--- src/rtl/spi_pkg.sv ---
// Shared opcode and FSM-state encodings for the SPI-attached RAM controller.
package spi_pkg;

  localparam int CMD_W  = 10;
  localparam int DATA_W = 8;

  typedef enum logic [1:0] {
    OP_WR_ADDR = 2'b00,
    OP_WR_DATA = 2'b01,
    OP_RD_ADDR = 2'b10,
    OP_RD_DATA = 2'b11
  } op_e;

  typedef enum logic [1:0] {
    ST_IDLE = 2'b00,
    ST_WR   = 2'b01,
    ST_RD   = 2'b10,
    ST_TX   = 2'b11
  } state_e;

endpackage

--- src/rtl/spi_ram_mem.sv ---
// Single-port synchronous RAM: one write or one registered read per cycle.
// Contents are intentionally left out of reset so data survives rst_n.
module spi_ram_mem #(
  parameter int DEPTH = 256,
  parameter int AW    = 8
) (
  input  logic          clk,
  input  logic          we_i,
  input  logic          re_i,
  input  logic [AW-1:0] addr_i,
  input  logic [7:0]    wdata_i,
  output logic [7:0]    rdata_o
);

  logic [7:0] mem_q [DEPTH];
  logic [7:0] rdata_q;

  // Write takes priority; a read registers the addressed word.
  always_ff @(posedge clk) begin
    if (we_i) begin
      mem_q[addr_i] <= wdata_i;
    end else if (re_i) begin
      rdata_q <= mem_q[addr_i];
    end
  end

  assign rdata_o = rdata_q;

endmodule

--- src/rtl/spi_ram_ctrl.sv ---
// Command decoder between an SPI slave and a small byte RAM.
//
//   state   | meaning
//   --------+-----------------------------------------------
//   ST_IDLE | no address armed; data commands are rejected
//   ST_WR   | write address armed; 01 writes and increments
//   ST_RD   | read address armed; 11 starts a read
//   ST_TX   | read data presented this cycle (tx_valid=1)
module spi_ram_ctrl
  import spi_pkg::*;
#(
  parameter int MEM_DEPTH = 256,
  parameter int ADDR_SIZE = 8
) (
  input  logic             clk,
  input  logic             rst_n,
  input  logic [CMD_W-1:0] rx_data,
  input  logic             rx_valid,
  output logic [7:0]       tx_data,
  output logic             tx_valid,
  output logic             err
);

  localparam logic [8:0]           DEPTH9 = 9'(MEM_DEPTH);
  localparam logic [ADDR_SIZE-1:0] LAST   = ADDR_SIZE'(MEM_DEPTH - 1);

  state_e                state_q, state_d;
  logic [ADDR_SIZE-1:0]  wr_addr_q, wr_addr_d;
  logic [ADDR_SIZE-1:0]  rd_addr_q, rd_addr_d;
  logic                  tx_valid_q, tx_valid_d;
  logic                  err_q, err_d;
  logic [7:0]            tx_hold_q;

  logic                  mem_we, mem_re;
  logic [ADDR_SIZE-1:0]  mem_addr;
  logic [7:0]            mem_rdata;

  logic [1:0]            op;
  logic [7:0]            payload;
  logic                  in_range;

  assign op       = rx_data[9:8];
  assign payload  = rx_data[7:0];
  assign in_range = ({1'b0, payload} < DEPTH9);

  function automatic logic [ADDR_SIZE-1:0] addr_inc(input logic [ADDR_SIZE-1:0] a);
    return (a == LAST) ? '0 : a + 1'b1;
  endfunction

  // Next-state, address updates, RAM access and pulse generation.
  always_comb begin
    state_d    = state_q;
    wr_addr_d  = wr_addr_q;
    rd_addr_d  = rd_addr_q;
    tx_valid_d = 1'b0;
    err_d      = 1'b0;
    mem_we     = 1'b0;
    mem_re     = 1'b0;
    mem_addr   = wr_addr_q;

    // TX lasts one cycle; a rejected command there still falls back to RD.
    if (state_q == ST_TX) state_d = ST_RD;

    if (rx_valid) begin
      case (op)
        OP_WR_ADDR: begin
          if (in_range) begin
            wr_addr_d = payload[ADDR_SIZE-1:0];
            state_d   = ST_WR;
          end else begin
            err_d   = 1'b1;
            state_d = ST_IDLE;
          end
        end
        OP_RD_ADDR: begin
          if (in_range) begin
            rd_addr_d = payload[ADDR_SIZE-1:0];
            state_d   = ST_RD;
          end else begin
            err_d   = 1'b1;
            state_d = ST_IDLE;
          end
        end
        OP_WR_DATA: begin
          if (state_q == ST_WR) begin
            mem_we    = 1'b1;
            wr_addr_d = addr_inc(wr_addr_q);
          end else begin
            err_d = 1'b1;
          end
        end
        default: begin
          if (state_q == ST_RD || state_q == ST_TX) begin
            mem_re     = 1'b1;
            mem_addr   = rd_addr_q;
            rd_addr_d  = addr_inc(rd_addr_q);
            tx_valid_d = 1'b1;
            state_d    = ST_TX;
          end else begin
            err_d = 1'b1;
          end
        end
      endcase
    end
  end

  // State and output registers; memory is not touched by reset.
  always_ff @(posedge clk or negedge rst_n) begin
    if (!rst_n) begin
      state_q    <= ST_IDLE;
      wr_addr_q  <= '0;
      rd_addr_q  <= '0;
      tx_valid_q <= 1'b0;
      err_q      <= 1'b0;
      tx_hold_q  <= 8'h00;
    end else begin
      state_q    <= state_d;
      wr_addr_q  <= wr_addr_d;
      rd_addr_q  <= rd_addr_d;
      tx_valid_q <= tx_valid_d;
      err_q      <= err_d;
      if (tx_valid_q) tx_hold_q <= mem_rdata;
    end
  end

  spi_ram_mem #(
    .DEPTH (MEM_DEPTH),
    .AW    (ADDR_SIZE)
  ) u_mem (
    .clk     (clk),
    .we_i    (mem_we),
    .re_i    (mem_re),
    .addr_i  (mem_addr),
    .wdata_i (payload),
    .rdata_o (mem_rdata)
  );

  // RAM output is live only in the TX cycle; otherwise show the held byte
  // so tx_data is stable between reads and reads back 0 after reset.
  assign tx_data  = tx_valid_q ? mem_rdata : tx_hold_q;
  assign tx_valid = tx_valid_q;
  assign err      = err_q;

endmodule

--- config.mk ---
export PLATFORM = sky130hd
export DESIGN_NAME = spi_ram_ctrl
export DESIGN_NICKNAME = d
export VERILOG_FILES = /design/src/rtl/spi_pkg.sv /design/src/rtl/spi_ram_mem.sv /design/src/rtl/spi_ram_ctrl.sv
export SDC_FILE = /design/constraint.sdc
export NUM_CORES = 2
export LEC_CHECK = 0
export CORE_MARGIN = 4
export CORE_UTILIZATION = 35
export DETAILED_ROUTE_END_ITERATION = 7
export SYNTH_ARGS = -nofsm -noshare
export SYNTH_HDL_FRONTEND = slang
export SYNTH_SLANG_ARGS = --single-unit
export TNS_END_PERCENT = 30
--- constraint.sdc ---
create_clock -name clk -period 4.8 [get_ports clk]
set_input_delay 1.2 -clock clk [delete_from_list [all_inputs] [get_ports clk]]
set_output_delay 1.2 -clock clk [all_outputs]
set_load 0.05 [all_outputs]
After elaboration in Yosys (flattened, before gate mapping)
Memories as Yosys holds them, arrays and structs flattened. A register that Yosys moved wholly into a read port is not among the register bits.
Cells that the tools add are included.
Cells by class
  muxes and demuxes: 26
  reductions and logical operators: 10
  add/sub/neg operators: 2
  bitwise operators: 2
  equal/unequal tests: 8
Operators with widths (number)
  $mux 8: 8
  $pmux 8 s2: 2
  $add 8x1->8 const B: 2
  $eq 8x8->1 const B: 2
  $mux 1: 11
  $eq 2x2->1 const B: 3
  $mux 2: 3
  $pmux 2 s3: 1
  $reduce_and 3->1: 2
  $eq 2x1->1 const B: 2
  $reduce_bool 2->1: 2
  $reduce_or 2->1: 2
  $reduce_or 3->1: 1
  $logic_not 2->1: 1
  $ne 2x2->1 const B: 1
  $not 1->1: 2
  $pmux 1 s2: 1
  $reduce_and 2->1: 1
  $logic_or 1x1->1: 1
Storage, ports and cells
  input bits: 13
  memory bits (writable): 2048
  memories: 1
  logic and storage cells: 55
  register bits after elaboration: 28
  output and inout port bits: 10
Memory list
  u_mem.mem_q: depth 256, bits a word 8, rd ports 1, clocked after Yosys merged registers in 1, write ports 1, RTL line spi_ram_mem.sv:15  | logic [7:0] mem_q [DEPTH];

Logic depth before layout (Yosys ltp)
  depth after elaboration: 6
  mapped depth: 15
  depth with buffers taken out: 9

Cells and area by module
Synthesis repeated with hierarchy kept, for this count alone.
Unflattened totals
  cell total of the unflattened synthesis: 3731
  area, all modules: 80166.9 um^2
By module, submodules not included
  spi_ram_mem: sequential area each 61739.2 um^2, cells an instance 3547, instances 1, area an instance 78560.3 um^2
  spi_ram_ctrl: sequential area each 700.7 um^2, cells an instance 184, instances 1, area an instance 1606.5 um^2

Worst setup path before layout
No wires, ideal clock.
  path type: input port to flip-flop
  from: input rx_data[9]
  to: memory u_mem.mem_q[168][0] (enable)
  stages: 12
  buffers on the path: 6
  data arrival time: 3.637 ns
  required time: 4.430 ns
  slack: 0.792 ns
  cells stage by stage: buf_2 > nand4_2 > buf_6 > inv_4 > buf_6 > mux2_4 > buf_2 > buf_2 > nor3_1 > nand2_1 > buf_2 > nor2_1
On the way
  cells in the longest elaborated chain, start to end: 5
Ends and longest elaborated chain
  start: declaration: RTL line spi_ram_ctrl.sv:17  | input logic [CMD_W-1:0] rx_data,
  $eq 2x1->1: RTL line spi_ram_ctrl.sv:65  | case (op)
  $mux 1: RTL line spi_ram_ctrl.sv:65
  $mux 1: RTL line spi_ram_ctrl.sv:64  | if (rx_valid) begin
  $mux 1: RTL line spi_ram_mem.sv:20  | if (we_i) begin
  $mux 1 (not written as such): RTL line spi_ram_mem.sv:21  | mem_q[addr_i] <= wdata_i;
  end: declaration: RTL line spi_ram_mem.sv:15
Parallel ways exist; a longest one is shown, timed or not.

Worst setup path after layout
  from: input rx_data[9]
  to: register u_mem.rdata_q[5] (netlist: u_mem.rdata_o[5]) (read register of u_mem.mem_q), data pin
On the way
  cells in the longest elaborated chain, start to end: 5
Ends and longest elaborated chain
  $eq 2x1->1 (tied with other cells): RTL line spi_ram_ctrl.sv:65
  $reduce_or 3->1 (no source line) / $mux 1 (equally long branches)
  $mux 1, on equally long branches: RTL line spi_ram_ctrl.sv:65, spi_ram_ctrl.sv:64
  $mux 1 / $not 1->1 (equally long branches)
  $reduce_and 2->1 (no source line)
  end: declaration: RTL line spi_ram_mem.sv:16  | logic [7:0] rdata_q;
Parallel ways exist; a longest one is shown, timed or not.
A chain may end at the register's enable or synchronous reset.

==> insert_results.sql <==
INSERT INTO impl_metrics (metric_group, metric, value, unit) VALUES
('synth', 'ys_types', '62', ''),
('synth', 'yosys_warnings', '0', ''),
('die', 'die_h', '492.2', 'µm'),
('die', 'core', '233000', 'µm²'),
('routing', 'initialDrtViolationCount', '6579', ''),
('critical_path', 'slowest_delay', '0.70', 'ns'),
('routing', 'routed_wl', '235000', 'µm'),
('final_layout', 'postLayoutCellArea', '96980', 'µm²'),
('placed_design', 'place.port_buffers', '22', ''),
('die', 'die_w', '492.2', 'µm'),
('critical_path', 'r2r_slack', '0.53', 'ns'),
('outcome', 'outcome', 'finished, violations left', ''),
('critical_path', 'cp-end-kind', 'flip-flop', ''),
('sta', 'report.final.hold_viol_count', '0', ''),
('routing', 'antenna_violating_nets_post_route', '0', ''),
('critical_path', 'cp-start-kind', 'input pin', ''),
('die', 'die_area', '242200', 'µm²'),
('critical_path', 'worstPathCellList', 'clkdlybuf4s50_1, nand4_2, inv_4, buf_4, mux2i_4, nor2_4, buf_12, buf_4, buf_4, nand3_1, nand4_1, a41oi_1, nor4_2, buf_4, nand3_1', ''),
('die', 'num_io_pins', '23', ''),
('grt', 'first_global_vias', '50230', ''),
('placed_design', 'dp_hpwl', '147500', 'µm'),
('run', 'timing.max_cap.violations', '0', ''),
('critical_path', 'worst_setup_path_type', 'input pin to flip-flop', ''),
('sta', 'post-route-period-util', '0.9746', ''),
('clocking', 'cts.root.buffer_cell', 'sky130_fd_sc_hd__clkbuf_16', ''),
('die', 'initial_core_util', '0.3522', ''),
('clocking', 'clk_path_buf_depth', '3', ''),
('placed_design', 'post-place-cells', '9280', ''),
('clocking', 'tritoncts.num_buffers', '207', ''),
('clocking', 'tritoncts', 'built', ''),
('critical_path', 'crit_end', 'u_mem.rdata_o[5]', ''),
('critical_path', 'r2r_cells', '14', ''),
('critical_path', 'critical_path.startpoint', 'rx_data[9]', ''),
('power_and_ir_drop', 'total_leakage_power', '32.31', 'nW'),
('critical_path', 'reg2reg_from', 'state_q[1]', ''),
('routing', 'via_count', '51910', ''),
('critical_path', 'r2r-end', 'u_mem.rdata_o[5]', ''),
('outcome', 'violations_in_the_final_reports', 'design-rule violations', ''),
('power_and_ir_drop', 'pwr_per_cell_area', '454.2', 'nW/µm²'),
('grt', 'groute.usage.overall', '0.1891', ''),
('critical_path', 'cp.arrival', '5.26', 'ns'),
('synth', 'synth_flop_cell', 'sky130_fd_sc_hd__edfxtp_1', ''),
('final_layout', 'final_core_utilization', '0.4163', ''),
('synth', 'synth_seq_cells', '2084', ''),
('critical_path', 'worst_path_most_repeated_cell', 'sky130_fd_sc_hd__buf_4', ''),
('sta', 'timing.max_slew.rel_slack', '0.1747', ''),
('final_layout', 'most-common-layout-cells', 'sky130_fd_sc_hd__edfxtp_1 (2056), sky130_fd_sc_hd__nand2_1 (1652), sky130_fd_sc_hd__nand3_1 (605)', ''),
('clocking', 'worst_setup_hold_path_clk_slew', '0.06', 'ns'),
('final_layout', 'layout_commonest_cell', 'sky130_fd_sc_hd__edfxtp_1', ''),
('critical_path', 'critPathSlowestCell', 'sky130_fd_sc_hd__nor4_2', ''),
('final_layout', 'ff_latch_area', '62440', 'µm²'),
('clocking', 'cts.sink_count', '2084', ''),
('final_layout', 'finalNonFillerCells', '9671', ''),
('final_layout', 'num-nets-final', '6372', ''),
('final_layout', 'multiInputGateArea', '17960', 'µm²'),
('routing', 'remaining_drc_errors', '3', ''),
('critical_path', 'crit_path_max_fanout', '42', ''),
('clocking', 'post_cts_resized', '1', ''),
('synth', 'synth.yosys.seq_area_share', '0.7611', ''),
('die', 'placement_rows', '177', ''),
('final_layout', 'layout-area-overhead-vs-synth', '18.20', '%'),
('routing', 'avgRoutedWirePerCell', '24.30', 'µm'),
('final_layout', 'fillerInstances', '21170', ''),
('final_layout', 'post_route_cells_drive_above_1_share', '0.1583', ''),
('clocking', 'maximum_level_of_the_cts_h_tree', '4', ''),
('grt', 'grt_start_max_net_pins', '116', ''),
('sta', 'timing_worst_slew_pin_value', '1.233', 'ns'),
('grt', 'grt.overflow.total', '0', ''),
('sta', 'post-route-min-period', '4.678', 'ns'),
('sta', 'timing.fmax', '0.2138', 'GHz'),
('clocking', 'cts_hold_buf', '0', '');
## logic make-up after synthesis
group,Yosys count,share of synthesized area
flops,2084,0.7611
compound gates,426,0.03512
buf+inv,384,0.02175
fa+ha+maj,2,0.0003050
mux,179,0.03369
simple gates,2830,0.1481
## cells in the mapped netlist, types with 32 or more instances
library cell / number / area, µm²
sky130_fd_sc_hd__clkbuf_1: 166 / 623.1
sky130_fd_sc_hd__edfxtp_1: 2056 / 61740
sky130_fd_sc_hd__buf_2: 151 / 755.7
sky130_fd_sc_hd__nand2_1: 1653 / 6205
sky130_fd_sc_hd__nand3_1: 605 / 3028
sky130_fd_sc_hd__mux4_2: 73 / 1644
sky130_fd_sc_hd__o21ai_0: 46 / 230.2
sky130_fd_sc_hd__mux2i_1: 83 / 830.8
sky130_fd_sc_hd__a21oi_1: 32 / 160.2
sky130_fd_sc_hd__nand4_1: 183 / 1145
sky130_fd_sc_hd__nor2_1: 286 / 1074
sky130_fd_sc_hd__a31oi_1: 195 / 1220
sky130_fd_sc_hd__a32oi_1: 47 / 411.6
## routing by layer
| metal | up-vias | wire [µm] | track usage | share of wire |
|---|---|---|---|---|
| met4 | 4 | 7284 | 0.06024 | 0.031 |
| met5 | - | 30 | 0 | 0.00013 |
| met2 | 2412 | 110700 | 0.3011 | 0.47 |
| li1 | 22910 | - | - | - |
| met1 | 26210 | 97460 | 0.2654 | 0.41 |
| met3 | 368 | 19490 | 0.03178 | 0.083 |
## cell type report
cell class,count,area share
timing repair buffer,618,0.05937
inverter,9,0.0003741
antenna,2,0.00005161
multi-input combinational,3437,0.1852
clock inverter,126,0.01364
sequential,2084,0.6438
clock buffer,263,0.05715
tap,3132,0.04041
## how the worst min path moves through the flow
| stage | from | to | slack, ns | depth (start not counted) |
|---|---|---|---|---|
| after floorplan | rd_addr_q[0] | rd_addr_q[0] | 0.53 | 2 |
| after global placement | tx_hold_q[3] | tx_hold_q[3] | 0.48 | 1 |
| after detailed placement | tx_hold_q[2] | tx_hold_q[2] | 0.49 | 1 |
| after CTS | tx_hold_q[1] | tx_hold_q[1] | 0.51 | 1 |
| after global routing | tx_hold_q[0] | tx_hold_q[0] | 0.53 | 1 |
| final | tx_hold_q[1] | tx_hold_q[1] | 0.50 | 1 |
## registers in the layout (all words and copies together) (netlist names)
signal	flops
err	1
rd_addr_q	8
state_q	2
tx_hold_q	8
tx_valid	1
u_mem.mem_q	2048
u_mem.rdata_o	8
wr_addr_q	8
## power by group
part	internal, W	switching (W)	total (W)
Sequential	0.0201	0.000148	0.0202
Clock	0.00934	0.00700	0.0163
Combinational	0.00249	0.00500	0.00749
## worst max-delay path, delay by kind of cell
kind	cells	cell delay [ns]
compound gates	1	0.38
buf+inv	7	1.79
mux	1	0.18
simple gates	6	1.63
## stage by stage
step	TNS (ns)	worst slack (ns)	total power [W]
after floorplan	0	0.7924	0.02465
after global placement	-6.641	-0.9883	0.02802
after detailed placement	-10.76	-1.002	0.02807
after CTS	0	0.1612	0.04426
after global routing	0	0.08484	0.04561
final	0	0.1220	0.04405
Power figures use the tool's default switching activity.
